## src/rtl/mem_access_arbiter.sv

```systemverilog
// Two-requester arbiter (instruction fetch, load/store) for the shared 256x16 memory.
// Each access takes three cycles: a grant in IDLE, the memory cycle in ACCESS, and a registered response in RESP.
module mem_access_arbiter #(
  parameter int ADDR_W       = 8,
  parameter int DATA_W       = 16,
  parameter int STARVE_LIMIT = 4
) (
  input  logic              clk,
  input  logic              rst_n,
  input  logic              if_req,
  input  logic [ADDR_W-1:0] if_addr,
  output logic              if_gnt,
  output logic              if_rvalid,
  output logic [DATA_W-1:0] if_rdata,
  input  logic              ls_req,
  input  logic              ls_we,
  input  logic [ADDR_W-1:0] ls_addr,
  input  logic [DATA_W-1:0] ls_wdata,
  output logic              ls_gnt,
  output logic              ls_rvalid,
  output logic [DATA_W-1:0] ls_rdata,
  output logic [ADDR_W-1:0] mem_addr,
  output logic              mem_rd,
  output logic              mem_wr,
  output logic [DATA_W-1:0] mem_wdata,
  input  logic [DATA_W-1:0] mem_rdata,
  output logic              busy
);

  localparam int STREAK_W = $clog2(STARVE_LIMIT + 1);
  localparam logic [STREAK_W-1:0] STREAK_MAX = STREAK_W'(STARVE_LIMIT);

  typedef enum logic [1:0] {
    IDLE   = 2'd0,
    ACCESS = 2'd1,
    RESP   = 2'd2
  } state_t;

  state_t              state_r;
  logic [STREAK_W-1:0] streak_r;
  logic [STREAK_W-1:0] streak_nxt_s;
  logic                owner_if_r;
  logic                we_r;
  logic [ADDR_W-1:0]   addr_r;
  logic [DATA_W-1:0]   wdata_r;
  logic                if_win_s;
  logic                ls_win_s;

  // Winner selection: LS by default; IF when LS is idle or after STARVE_LIMIT back-to-back LS wins.
  always_comb begin
    if_win_s = 1'b0;
    ls_win_s = 1'b0;
    if (rst_n && (state_r == IDLE)) begin
      if (if_req && (!ls_req || (streak_r == STREAK_MAX))) begin
        if_win_s = 1'b1;
      end else if (ls_req) begin
        ls_win_s = 1'b1;
      end else begin
        if_win_s = 1'b0;
        ls_win_s = 1'b0;
      end
    end else begin
      if_win_s = 1'b0;
      ls_win_s = 1'b0;
    end
  end

  // Starvation streak: counts LS wins that overtook a waiting fetch.
  always_comb begin
    streak_nxt_s = streak_r;
    if (state_r == IDLE) begin
      if (if_win_s || !if_req) begin
        streak_nxt_s = '0;
      end else if (ls_win_s && (streak_r != STREAK_MAX)) begin
        streak_nxt_s = streak_r + STREAK_W'(1);
      end else begin
        streak_nxt_s = streak_r;
      end
    end else begin
      streak_nxt_s = streak_r;
    end
  end

  assign if_gnt    = if_win_s;
  assign ls_gnt    = ls_win_s;
  assign mem_addr  = addr_r;
  assign mem_wdata = wdata_r;

  // Access sequencer: latch the winning request, drive the memory for one cycle, then respond.
  always_ff @(posedge clk or negedge rst_n) begin
    if (!rst_n) begin
      state_r    <= IDLE;
      streak_r   <= '0;
      owner_if_r <= 1'b0;
      we_r       <= 1'b0;
      addr_r     <= '0;
      wdata_r    <= '0;
      mem_rd     <= 1'b0;
      mem_wr     <= 1'b0;
      busy       <= 1'b0;
      if_rvalid  <= 1'b0;
      if_rdata   <= '0;
      ls_rvalid  <= 1'b0;
      ls_rdata   <= '0;
    end else begin
      streak_r <= streak_nxt_s;
      case (state_r)
        IDLE: begin
          if (if_win_s) begin
            owner_if_r <= 1'b1;
            we_r       <= 1'b0;
            addr_r     <= if_addr;
            mem_rd     <= 1'b1;
            mem_wr     <= 1'b0;
            busy       <= 1'b1;
            state_r    <= ACCESS;
          end else if (ls_win_s) begin
            owner_if_r <= 1'b0;
            we_r       <= ls_we;
            addr_r     <= ls_addr;
            wdata_r    <= ls_wdata;
            mem_rd     <= ~ls_we;
            mem_wr     <= ls_we;
            busy       <= 1'b1;
            state_r    <= ACCESS;
          end else begin
            state_r    <= IDLE;
          end
        end
        ACCESS: begin
          mem_rd  <= 1'b0;
          mem_wr  <= 1'b0;
          state_r <= RESP;
          // The read word goes straight into the owner's response register.
          if (owner_if_r) begin
            if_rvalid <= 1'b1;
            if_rdata  <= mem_rdata;
          end else begin
            ls_rvalid <= 1'b1;
            ls_rdata  <= we_r ? {DATA_W{1'b0}} : mem_rdata;
          end
        end
        RESP: begin
          if_rvalid <= 1'b0;
          ls_rvalid <= 1'b0;
          busy      <= 1'b0;
          state_r   <= IDLE;
        end
        default: begin
          mem_rd    <= 1'b0;
          mem_wr    <= 1'b0;
          if_rvalid <= 1'b0;
          ls_rvalid <= 1'b0;
          busy      <= 1'b0;
          state_r   <= IDLE;
        end
      endcase
    end
  end

endmodule
```

## config.mk

```make
export PLATFORM = sky130hd
export DESIGN_NAME = mem_access_arbiter
export DESIGN_NICKNAME = d
export VERILOG_FILES = /design/src/rtl/mem_access_arbiter.sv
export SDC_FILE = /design/constraint.sdc
export NUM_CORES = 1
export LEC_CHECK = 0
export BUFFER_PORTS_ARGS = -buffer_cell sky130_fd_sc_hd__clkbuf_2
export CELL_PAD_IN_SITES_DETAIL_PLACEMENT = 1
export CELL_PAD_IN_SITES_GLOBAL_PLACEMENT = 1
export CORE_ASPECT_RATIO = 1.4
export CORE_MARGIN = 5
export CORE_UTILIZATION = 36
export DETAILED_ROUTE_END_ITERATION = 8
export HOLD_SLACK_MARGIN = 0.08
export PLACE_DENSITY = 0.79
export SLEW_MARGIN = 40
export SYNTH_ARGS = -nofsm -noshare
export SYNTH_HDL_FRONTEND = slang
export SYNTH_SLANG_ARGS = --single-unit
```

## constraint.sdc

```tcl
create_clock -name clk -period 2.43 [get_ports clk]
set_input_delay 0.1215 -clock clk [delete_from_list [all_inputs] [get_ports clk]]
set_output_delay 0.1215 -clock clk [all_outputs]
set_load 0.05 [all_outputs]
```

======== Word level (Yosys, flattened, before mapping) ========
Cells that the tools add are included.
operators by class
  bitwise gates (word level) .............. 6
  reduce and logical (&&, ||, !) cells .... 19
  add/subtract/negate cells ............... 1
  equality and inequality tests ........... 7
  muxes and demuxes ....................... 28
operator list
  kind                                                 count
  2-to-1 mux 1 bit                                     17
  2-to-1 mux 16 bit                                    1
  2-to-1 mux 8 bit                                     2
  AND reduction 2 bit                                  8
  case mux 1 bit (2 select lines)                      5
  2-to-1 mux 3 bit                                     2
  inequality test 3 bit, second input constant         2
  NOT 1 bit                                            6
  inequality test 2 bit, second input constant         2
  case mux 2 bit (2 select lines)                      1
  nonzero test 2 bit                                   2
  adder 3 x 1 -> 3 bit, second input constant          1
  equality test 3 bit, second input constant           1
  logical AND 1 bit                                    3
  AND reduction 3 bit                                  1
  equality test 2 x 1 -> 1 bit, second input constant  1
  equality test 2 bit, second input constant           1
  logical NOT 1 bit                                    2
  logical NOT 2 bit                                    1
  logical OR 1 bit                                     2
word-level totals
  bits in registers ....................... 68
  output and inout port bits .............. 63
  input bits .............................. 53
  logic and storage cells ................. 74

======== Depth between registers and ports, before layout ========
Gate-level depths: netlist of the first run.
  depth after elaboration ................. 8
  gate-level depth with buffers ........... 7
  mapped depth without buffers ............ 6

======== Worst setup path before layout of the first run ========
Ideal clock, no wire load.
  path type ............................... register -> register
  start point ............................. reg state_r[1]
  end point ............................... reg wdata_r[0], in the netlist mem_wdata[0]
  period minus slack after synthesis ...... 1.839 ns
  arrival time ............................ 1.714 ns
  cell stages (with the launch flop) ...... 7
  buffers on the path ..................... 2
  setup time .............................. 0.125 ns
  data required time ...................... 2.305 ns
  setup slack ............................. 0.591 ns
  cells stage by stage .................... dfrtp_1 > buf_6 > nor3b_1 > nand3_1 > inv_1 > buf_4 > mux2_2
on the way
  elaborated cells on any way between the ends .. 6
  those cells by class .................... 2 x mux; 1 x bitwise; 3 x reduce/logical
RTL lines
  element                               RTL line  text
  start, declared                       39        state_t state_r;
  start signal, assigned                92        state_r <= IDLE;
  start signal, assigned                116       state_r <= ACCESS;
  start signal, assigned                125       state_r <= ACCESS;
  logical NOT 2 bit                     53        if (rst_n && (state_r == IDLE)) begin
  logical AND 1 bit                     53
  2-to-1 mux 1 bit                      53
  via ls_gnt                            19        output logic ls_gnt,
  AND reduction 3 bit (no source line)  n/a
  end signal, assigned                  121       wdata_r <= ls_wdata;
  end, declared                         45        logic [DATA_W-1:0] wdata_r;
The timed path passes the listed nets, and every way through them passes these cells.
A chain may end at the register's enable or synchronous reset.

======== Worst setup path after layout of the first run ========
  start point ............................. reg state_r[1]
  end point ............................... reg addr_r[1], in the netlist mem_addr[1]
on the way
  word-level cells in the longest chain between the ends .. 5
  elaborated cells on any way between the ends .. 7
  those cells by class .................... 3 x mux; 4 x reduce/logical
ends and longest elaborated chain
  element                               RTL line  text
  logical NOT 2 bit (*)                 53, 107
  logical AND 1 bit                     53
  2-to-1 mux 1 bit                      53
  nonzero test 2 bit (no source line)   n/a
  AND reduction 2 bit (no source line)  n/a
  end signal, assigned                  112       addr_r <= if_addr;
  end signal, assigned                  120       addr_r <= ls_addr;
  end, declared                         44        logic [ADDR_W-1:0] addr_r;
Every way passes the cells marked *; elsewhere a longest branch is shown, timed or not.

==> flow_summary.json, run 1 <==
{
  "run_status": "complete, no violations",
  "vdd_drop_max_uv": 581,
  "fill_cells": 847,
  "cp.required_ns": 2.66,
  "antenna_found_initial": 0,
  "drc_errors": 0,
  "synth_nets": 273,
  "grt_max_degree": 52,
  "port_buffers": 115,
  "finClkSkew_ns": 0.00468,
  "routed_via_density": 4.72,
  "period_minus_slack_ns": 2.33,
  "powerDensity_nw_per_um2": 1260,
  "power.share.clock_pct": 21.7,
  "synth_top_area_cell": "dfrtp_1",
  "relSlewSlack_pct": 56.3,
  "die-area_um2": 9640,
  "arrival_ns": 2.55,
  "synth_area_leaders": "dfrtp_1 (61%), mux2_2 (13%), o21ai_0 (3.8%), nand2b_1 (3.6%), o221a_1 (3.2%)",
  "synth.area.mux_share_pct": 12.9,
  "yosys.area_share.simple_pct": 9.77,
  "synth_compound_area_share_pct": 11.6,
  "synth_xor_area_share_pct": 0,
  "route.vias.total": 2325,
  "chipWidth_um": 84.4,
  "tns_ns": 0,
  "path_max_fanout": 10,
  "dp_hpwl_um": 5310,
  "final_cell_mix": "clkbuf_2 (114), dfrtp_1 (68), dlygate4sd3_1 (50), mux2_2 (32)",
  "synth_seq_cells": 68,
  "wirelength_um": 8050,
  "multi_input_area_um2": 985,
  "hold_path.class": "input port to register",
  "synth_top_area_share_pct": 60.9,
  "p_comb_share_pct": 45.5,
  "diodes": 0,
  "max_freq_ghz": 0.430,
  "grt_setup_unrepaired": "false",
  "grt_pass1_vias": 2603,
  "fp.dieH_um": 114,
  "netlist_instances": 218,
  "drtIter0Drc": 56,
  "internal_power_w": 0.00289,
  "cts-root-buf": "clkbuf_8",
  "end_kind": "register",
  "ys_types": 30,
  "finalMaxSlewViolations": 0,
  "post_cts_buffers": 0,
  "fin_util_pct": 55.0,
  "synth_top_family_by_area": "multiplexers",
  "drive_gt1_share_pct": 44.0,
  "hold_viol": 0,
  "worst_setup_path_start_kind": "register",
  "fin_cells": 493,
  "track_usage_pct": 17.6,
  "syn_area_um2": 2790,
  "p_leak_nw": 2.07,
  "placedCellCount": 426,
  "rows": 38,
  "setup_viol": 0,
  "htreeDepth": 3,
  "maxCapViolCount": 0,
  "ys_warn_count": 0,
  "place_congestion": 0.736,
  "final_common_cell": "clkbuf_2",
  "ys_seq_area_share_pct": 60.9,
  "crit_type": "register to register",
  "min_period_over_period_pct": 95.7,
  "io_pins": 116,
  "fin_nets": 443,
  "p_sw_share_pct": 45.6,
  "start_util_pct": 36.5,
  "first_pass_iters": 4,
  "cts_buffers": 9,
  "seq_area_um2": 1700,
  "insertion_delay_ns": 0.34,
  "tritoncts": "built",
  "grt_pass1_wl_um": 13300,
  "detail_route.wl_per_cell_um": 16.3,
  "avgSynthCellArea_um2": 12.8,
  "coreArea_um2": 7650,
  "clkTransAtPathRegs_ns": 0.07,
  "syn_to_final_growth_pct": 50.9,
  "ctsLongestPathBuffers": 2,
  "grt_overflow": 0,
  "tightest_slew_ns": 0.656,
  "power_switching_w": 0.00243,
  "synthAdderAreaFrac_pct": 0.896,
  "cts.sinks": 68,
  "ant_nets": 0,
  "seqPwrFrac_pct": 32.8
}
-- per-stage QoR --
step | worst slack (ns) | hold slack, ns | power, W | cell area (um^2)
2_1_floorplan | 0.591 | -0.174 | 0.00349 | 2790
3_3_place_gp | 0.531 | 0.00792 | 0.00404 | 3450
3_5_place_dp | 0.488 | 0.0140 | 0.00411 | 3450
4_1_cts | 0.0162 | 0.0909 | 0.00538 | 4210
5_1_grt | 0.0153 | 0.120 | 0.00559 | 4210
6_report | 0.104 | 0.116 | 0.00532 | 4210
-- cells in the mapped netlist (all sizes together) --
cell type  number
clkbuf          5
o41ai           1
a211o           1
nand3           2
nor3b           1
a22o            2
mux2           32
nand4           1
nor2b           1
a22oi           1
a32o            2
ha              2
or3             1
or4bb           1
buf             6
o21ai          21
nand2b         16
nor2            2
inv            10
o221a           8
or3b            2
dfrtp          68
o21bai          8
nand2          21
a21oi           1
and2b           1
nor4bb          1
-- power groups by stage --
stage | clock network [W] | logic (W) | registers [W]
after global routing | 0.00124 | 0.00255 | 0.00180
after global placement | 0 | 0.00230 | 0.00174
after detailed placement | 0 | 0.00234 | 0.00177
after CTS | 0.00120 | 0.00244 | 0.00175
final | 0.00115 | 0.00242 | 0.00174
after floorplan | 0 | 0.000445 | 0.00305
-- area by class of cell --
cell class	instances	area share [%]
inverters	10	0.891
repair buffers	170	26.4
flip-flops and latches	68	40.4
multi-input cells	129	23.4
well taps	100	2.97
clock inverters	4	2.26
clock buffers	12	3.68
-- worst max-delay path, cell delays in order (launching register included) --
cell	delay, ns
dfrtp_1	0.47
or3b_4	0.49
a211o_2	0.43
o221a_1	0.26
dlygate4sd3_1	0.56
-- what timing repair did --
action                                 4_1_cts  5_1_grt
setup endpoints to repair                    0        7
gates resized for setup                      0        2
endpoints found under the hold margin       76        0
hold buffers                                51        0
-- state kept, by name, indices dropped and copies added (netlist names) --
signal      flops
mem_rd          1
mem_wr          1
if_rvalid       1
mem_addr        8
owner_if_r      1
mem_wdata      16
state_r         2
streak_r        3
ls_rdata       16
if_rdata       16
we_r            1
busy            1
ls_rvalid       1
-- per-layer routing --
metal  track usage, %  part of all wire, %
met3             5.33                  7.1
met1             19.6                   38
met4             7.18                  1.9
met2             31.3                   53
met5                0                    0
-- worst paths after layout --
| check | start | endpoint | slack [ns] | cells past startpoint |
|---|---|---|---|---|
| min reg2reg | ls_rdata[2]$_DFFE_PN0P_ | ls_rdata[2]$_DFFE_PN0P_ | 0.48 | 2 |
| min in group asynchronous | rst_n | state_r[0]$_DFF_PN0_ | 0.43 | 3 |
| max reg2reg | state_r[1]$_DFF_PN0_ | mem_addr[1]$_DFFE_PN0P_ | 0.10 | 4 |
| min | if_req | streak_r[2]$_DFFE_PN0P_ | 0.12 | 3 |
| max | state_r[1]$_DFF_PN0_ | mem_addr[1]$_DFFE_PN0P_ | 0.10 | 4 |
| max in group asynchronous | rst_n | if_rdata[11]$_DFFE_PN0P_ | 1.45 | 3 |
-- logic make-up after synthesis --
group / count (synthesis)
flip-flops: 68
AND/OR/NAND/NOR: 50
AO/OA/AOI/OAI: 45
multiplexers: 32
buffers and inverters: 21
adder cells (fa/ha/maj): 2
(Power assumes the default switching activity.)
==> inputs of run 2 (changes only) <==
- ABC_AREA: default -> 1
- CORE_UTILIZATION: 36 -> 35
- PLACE_DENSITY: 0.79 -> 0.81
==> run 2 against run 1 <==
Effect of this change: core utilization down 3.1 points; first-iteration DRC count up 29%; combinational power up 5%; design area up 0.45%; final cell count up 19%; critical path depth up 3; wire length up 13%; clock power up 15%; global-route usage up 1.4 points; critical path type is now register to output port; critical endpoint is now ls_gnt; highest routed layer unchanged.
==> flow_summary.json, run 2 <==
{
  "place_congestion": 0.727,
  "clkTransAtPathRegs_ns": 0.05,
  "insertion_delay_ns": 0.33,
  "synthTopCellsByCount": "nand2_1 (142), dfrtp_1 (68), nand3_1 (47), inv_1 (19), o21bai_1 (8)",
  "io_pins": 116,
  "grt_pass1_vias": 3125,
  "cts-root-buf": "clkbuf_16",
  "ys_seq_area_share_pct": 58.4,
  "cts_resized": 0,
  "synth_seq_cells": 68,
  "drive_gt1_share_pct": 30.6,
  "ant_nets": 0,
  "setup_viol": 0,
  "p_comb_share_pct": 44.9,
  "first_pass_iters": 4,
  "grt_overflow": 0,
  "finClkSkew_ns": 0.0100,
  "critPathTopFamily": "buffers and inverters",
  "power_switching_w": 0.00275,
  "min_period_over_period_pct": 81.9,
  "power.share.clock_pct": 23.2,
  "cp_cell_sequence": "nor2_2 -> nand2_1 -> buf_4 -> nor2_1 -> nand2_2 -> inv_2 -> buf_12",
  "ctsLongestPathBuffers": 2,
  "hold_path.class": "input port to register",
  "wirelength_um": 9100,
  "drtIter0Drc": 72,
  "synth_top_area_share_pct": 58.4,
  "path_max_fanout": 18,
  "grt_max_degree": 41,
  "p_sw_share_pct": 48.4,
  "tritoncts": "built",
  "grt_setup_unrepaired": "false",
  "internal_power_w": 0.00294,
  "avgSynthCellArea_um2": 8.88,
  "antenna_found_initial": 0,
  "die-area_um2": 10300,
  "finalMaxSlewViolations": 0,
  "crit_slowest_cell": "dfrtp_1",
  "end_kind": "output port",
  "tns_ns": 0,
  "final_cell_mix": "nand2_1 (142), clkbuf_2 (113), dfrtp_1 (68), nand3_1 (47), dlygate4sd3_1 (34)",
  "tightest_slew_ns": 0.753,
  "syn_to_final_growth_pct": 45.3,
  "cts_buffers": 9,
  "seqPwrFrac_pct": 32.0,
  "synth_nets": 383,
  "start_util_pct": 35.7,
  "netlist_instances": 328,
  "routed_via_density": 4.80,
  "ys_types": 23,
  "cp.required_ns": 2.31,
  "run_status": "complete, no violations",
  "crit_type": "register to output port",
  "worst_setup_path_start_kind": "register",
  "maxCapViolCount": 0,
  "chipWidth_um": 87.1,
  "relSlewSlack_pct": 49.7,
  "cpPeakStageDelay_ns": 0.40,
  "hold_viol": 0,
  "syn_area_um2": 2910,
  "powerDensity_nw_per_um2": 1340,
  "final_common_cell": "nand2_1",
  "port_buffers": 115,
  "cts.sinks": 68,
  "vdd_drop_max_uv": 771,
  "synth.most_common_cell": "nand2_1",
  "track_usage_pct": 19.1,
  "async_flop_share_pct": 100,
  "route.vias.total": 2812,
  "worst-path-buf-inv": 3,
  "fin_nets": 534,
  "coreArea_um2": 8150,
  "detail_route.wl_per_cell_um": 15.5,
  "synth_edf_count": 0,
  "yosys_most_used_dff": "dfrtp_1",
  "synth_area_leaders": "dfrtp_1 (58%), nand2_1 (18%), nand3_1 (8.1%), inv_1 (2.4%), o21bai_1 (2.1%)",
  "dp_hpwl_um": 6320,
  "arrival_ns": 1.87,
  "ys_warn_count": 0,
  "fp.dieH_um": 118,
  "diodes": 0,
  "period_minus_slack_ns": 1.99,
  "fin_cells": 586,
  "fin_util_pct": 51.9,
  "htreeDepth": 3,
  "max_freq_ghz": 0.502,
  "p_leak_nw": 2.40,
  "placedCellCount": 536,
  "rows": 39,
  "drc_errors": 0,
  "synth_top_area_cell": "dfrtp_1",
  "grt_pass1_wl_um": 15400
}
run 2: cell types whose count changed after synthesis, moves of 4 or more:
cell      before  now
nand2_1       21  142
o31ai_1        0    4
inv_1         10   19
nand2b_1      16    0
inv_2          0    4
mux2_2        32    0
o21ai_0       21    0
nand3_1        2   47
o21ai_1        0    4
o221a_1        8    0
buf_2          1    7
run 2: layout make-up:
class | instances | area (um^2)
Fill cell | 961 | 3920
Sequential cell | 68 | 1700
Multi-Input combinational cell | 222 | 1020
Timing Repair Buffer | 154 | 983
Clock buffer | 12 | 256
Tap cell | 102 | 128
Inverter | 24 | 92.6
Clock inverter | 4 | 47.5
run 2: path summary, 6_finish.rpt:
kind,slack (ns),startpoint,to,depth (start not counted)
min,0.10,if_addr[1],mem_addr[1]$_DFFE_PN0P_,5
min in group asynchronous,0.43,rst_n,streak_r[2]$_DFFE_PN0P_,3
min reg2reg,0.48,if_rdata[14]$_DFFE_PN0P_,if_rdata[14]$_DFFE_PN0P_,2
max,0.44,state_r[1]$_DFF_PN0_,ls_gnt,7
max reg2reg,0.69,owner_if_r$_DFFE_PN0P_,ls_rdata[12]$_DFFE_PN0P_,3
max in group asynchronous,1.46,rst_n,mem_wdata[0]$_DFFE_PN0P_,4
run 2: per-layer routing:
layer | wire length, um | GRT usage [%] | part of all wire [%] | vias to the layer above
met3 | 437 | 2.87 | 4.8 | 15
li1 | - | - | - | 1344
met1 | 3430 | 21.7 | 38 | 1377
met5 | 0 | 0 | 0 | -
met2 | 5010 | 34.2 | 55 | 76
met4 | 219 | 8.38 | 2.4 | 0
run 2: what timing repair did:
action | CTS | global route
hold buffers | 34 | 0
setup endpoints to repair | 0 | 0
setup buffers | 0 | 0
endpoints found under the hold margin | 78 | 0
run 2: power groups by stage:
| stage | logic, W | registers [W] | clock network (W) |
|---|---|---|---|
| floorplan | 0.000482 | 0.00317 | 0 |
| global placement | 0.00246 | 0.00181 | 0 |
| detailed placement | 0.00252 | 0.00182 | 0 |
| CTS | 0.00257 | 0.00181 | 0.00135 |
| global route | 0.00271 | 0.00187 | 0.00139 |
| finish | 0.00255 | 0.00182 | 0.00132 |
run 2: kinds of logic after synthesis:
family | share of synthesized area [%]
AOI/OAI and AO/OA | 3.95
xor gates and xnor gates | 0.301
adders and majority gates | 0.859
buffers and inverters | 6.45
DFF | 58.4
and+or+nand+nor | 30.0
run 2: through the flow:
| stage | hold WS [ns] | total power, W | setup slack [ns] | area, um^2 |
|---|---|---|---|---|
| 2_1_floorplan | -0.174 | 0.00366 | 0.993 | 2910 |
| 3_3_place_gp | 0.314 | 0.00427 | 0.760 | 3570 |
| 3_5_place_dp | 0.221 | 0.00434 | 0.707 | 3590 |
| 4_1_cts | 0.0951 | 0.00573 | 0.402 | 4230 |
| 5_1_grt | 0.130 | 0.00597 | 0.328 | 4230 |
| 6_report | 0.103 | 0.00569 | 0.440 | 4230 |
run 2: tightest hold or removal path, delay by kind of cell:
family | cells | cell delay, ns
and+or+nand+nor | 3 | 0.17
buffers and inverters | 2 | 0.10
==> inputs of run 3 (changes only) <==
- clock period: 2.43 -> 1.9 ns (I/O delays scaled with it)
==> run 3 against run 2 <==
Effect of this change: clock skew is 0.0052 ns lower; setup slack worse by 0.34 ns; first-iteration DRC count is 42% higher; combinational power is 30% higher.
==> flow_summary.json, run 3 (synthesis gave the netlist of run 2 again) <==
{
  "relSlewSlack_pct": 57.1,
  "setup_viol": 0,
  "grt_overflow": 0,
  "arrival_ns": 1.71,
  "run_status": "complete, no violations",
  "chipWidth_um": 87.1,
  "path_max_fanout": 18,
  "first_pass_iters": 4,
  "track_usage_pct": 19.2,
  "tns_ns": 0,
  "finalMaxSlewViolations": 0,
  "maxCapViolCount": 0,
  "grt_setup_unrepaired": "false",
  "vdd_drop_max_uv": 1100,
  "diodes": 0,
  "rows": 39,
  "crit_type": "register to output port",
  "dp_hpwl_um": 6210,
  "fin_util_pct": 52.7,
  "clkTransAtPathRegs_ns": 0.06,
  "drive_gt1_share_pct": 31.1,
  "cts_buffers": 9,
  "grt_pass1_vias": 3101,
  "fin_nets": 538,
  "end_kind": "output port",
  "min_period_over_period_pct": 94.8,
  "coreArea_um2": 8150,
  "grt_pass1_wl_um": 15500,
  "period_minus_slack_ns": 1.80,
  "worst_setup_path_start_kind": "register",
  "die-area_um2": 10300,
  "tightest_slew_ns": 0.644,
  "wirelength_um": 9220,
  "finClkSkew_ns": 0.00479,
  "tritoncts": "built",
  "htreeDepth": 3,
  "detail_route.wl_per_cell_um": 15.6,
  "place_congestion": 0.768,
  "io_pins": 116,
  "post_cts_buffers": 0,
  "fill_cells": 985,
  "fp.dieH_um": 118,
  "insertion_delay_ns": 0.32,
  "powerDensity_nw_per_um2": 1710,
  "ant_nets": 0,
  "port_buffers": 115,
  "cts.sinks": 68,
  "cts-root-buf": "clkbuf_16",
  "antenna_found_initial": 0,
  "syn_to_final_growth_pct": 47.4,
  "route.vias.total": 2778,
  "cp.required_ns": 1.80,
  "hold_viol": 0,
  "hold_path.class": "input port to register",
  "final_common_cell": "nand2_1",
  "drc_errors": 0,
  "p_leak_nw": 2.43,
  "routed_via_density": 4.71,
  "max_freq_ghz": 0.555,
  "drtIter0Drc": 102,
  "ctsLongestPathBuffers": 2,
  "final_cell_mix": "nand2_1 (142), clkbuf_2 (112), dfrtp_1 (68), nand3_1 (47), dlygate4sd3_1 (35)",
  "grt_max_degree": 69,
  "start_util_pct": 35.7
}
==> run 3: cell types whose count changed in the layout (fill, tap and decap cells not counted), sizes merged <==
cell and change:
buf +3, clkbuf -1, clkinv +1, dlygate4sd3 +1
==> run 3: layout make-up <==
class	instances	area (um^2)	share of cell area, %
multi-input combinational	222	1030	23.9
timing repair buffer	158	1020	23.8
clock inverter	5	60.1	1.40
sequential	68	1700	39.7
clock buffer	11	253	5.89
inverter	24	100	2.33
tap	102	128	2.97
==> run 3: path summary, 6_finish.rpt <==
kind / depth (start not counted) / slack [ns] / startpoint / endpoint
max in group asynchronous: 3 / 0.94 / rst_n / ls_rdata[12]$_DFFE_PN0P_
worst min-delay path: 5 / 0.08 / if_addr[2] / mem_addr[2]$_DFFE_PN0P_
worst min register to register: 2 / 0.48 / if_rdata[15]$_DFFE_PN0P_ / if_rdata[15]$_DFFE_PN0P_
min in group asynchronous: 3 / 0.48 / rst_n / if_rdata[0]$_DFFE_PN0P_
worst max-delay path: 8 / 0.1 / streak_r[0]$_DFFE_PN0P_ / ls_gnt
worst max register to register: 9 / 0.28 / streak_r[0]$_DFFE_PN0P_ / mem_wr$_DFFE_PN0P_
==> run 3: critical path, stage by stage, from the launching register on <==
cell	delay, ns
dfrtp_1	0.37
inv_1	0.08
ha_1	0.19
nand2_1	0.09
nand2_2	0.07
nand2_4	0.16
nand2_4	0.13
inv_8	0.14
buf_12	0.15
==> run 3: what timing repair did <==
item | 4_1_cts | 5_1_grt
gates resized for setup | 2 | 5
cloned | 0 | 0
hold buffers | 35 | 0
setup endpoints to repair | 1 | 2
hold endpoints to repair | 120 | 0
pin swaps | 0 | 0
==> run 3: metrics by stage <==
stage	area, um^2	power (W)	hold WS (ns)	setup WS [ns]	cells
4_1_cts	4280	0.00738	0.0820	0.00499	590
3_5_place_dp	3610	0.00557	0.273	0.220	539
2_1_floorplan	2910	0.00468	-0.201	0.463	328
5_1_grt	4290	0.00770	0.104	0.00580	590
6_report	4290	0.00733	0.0843	0.0988	590
3_3_place_gp	3610	0.00549	0.291	0.300	539
==> run 3: routing by layer <==
layer / wire [um] / GRT usage (%)
met1: 3550 / 22.9
met2: 5030 / 33.3
met3: 468 / 4.06
met4: 174 / 6.53
met5: 0 / 0
==> run 3: power by group <==
part           internal [W]  switching (W)  total (W)
clock network       0.00109       0.000623    0.00171
registers           0.00198       0.000328    0.00230
logic              0.000716        0.00260    0.00331
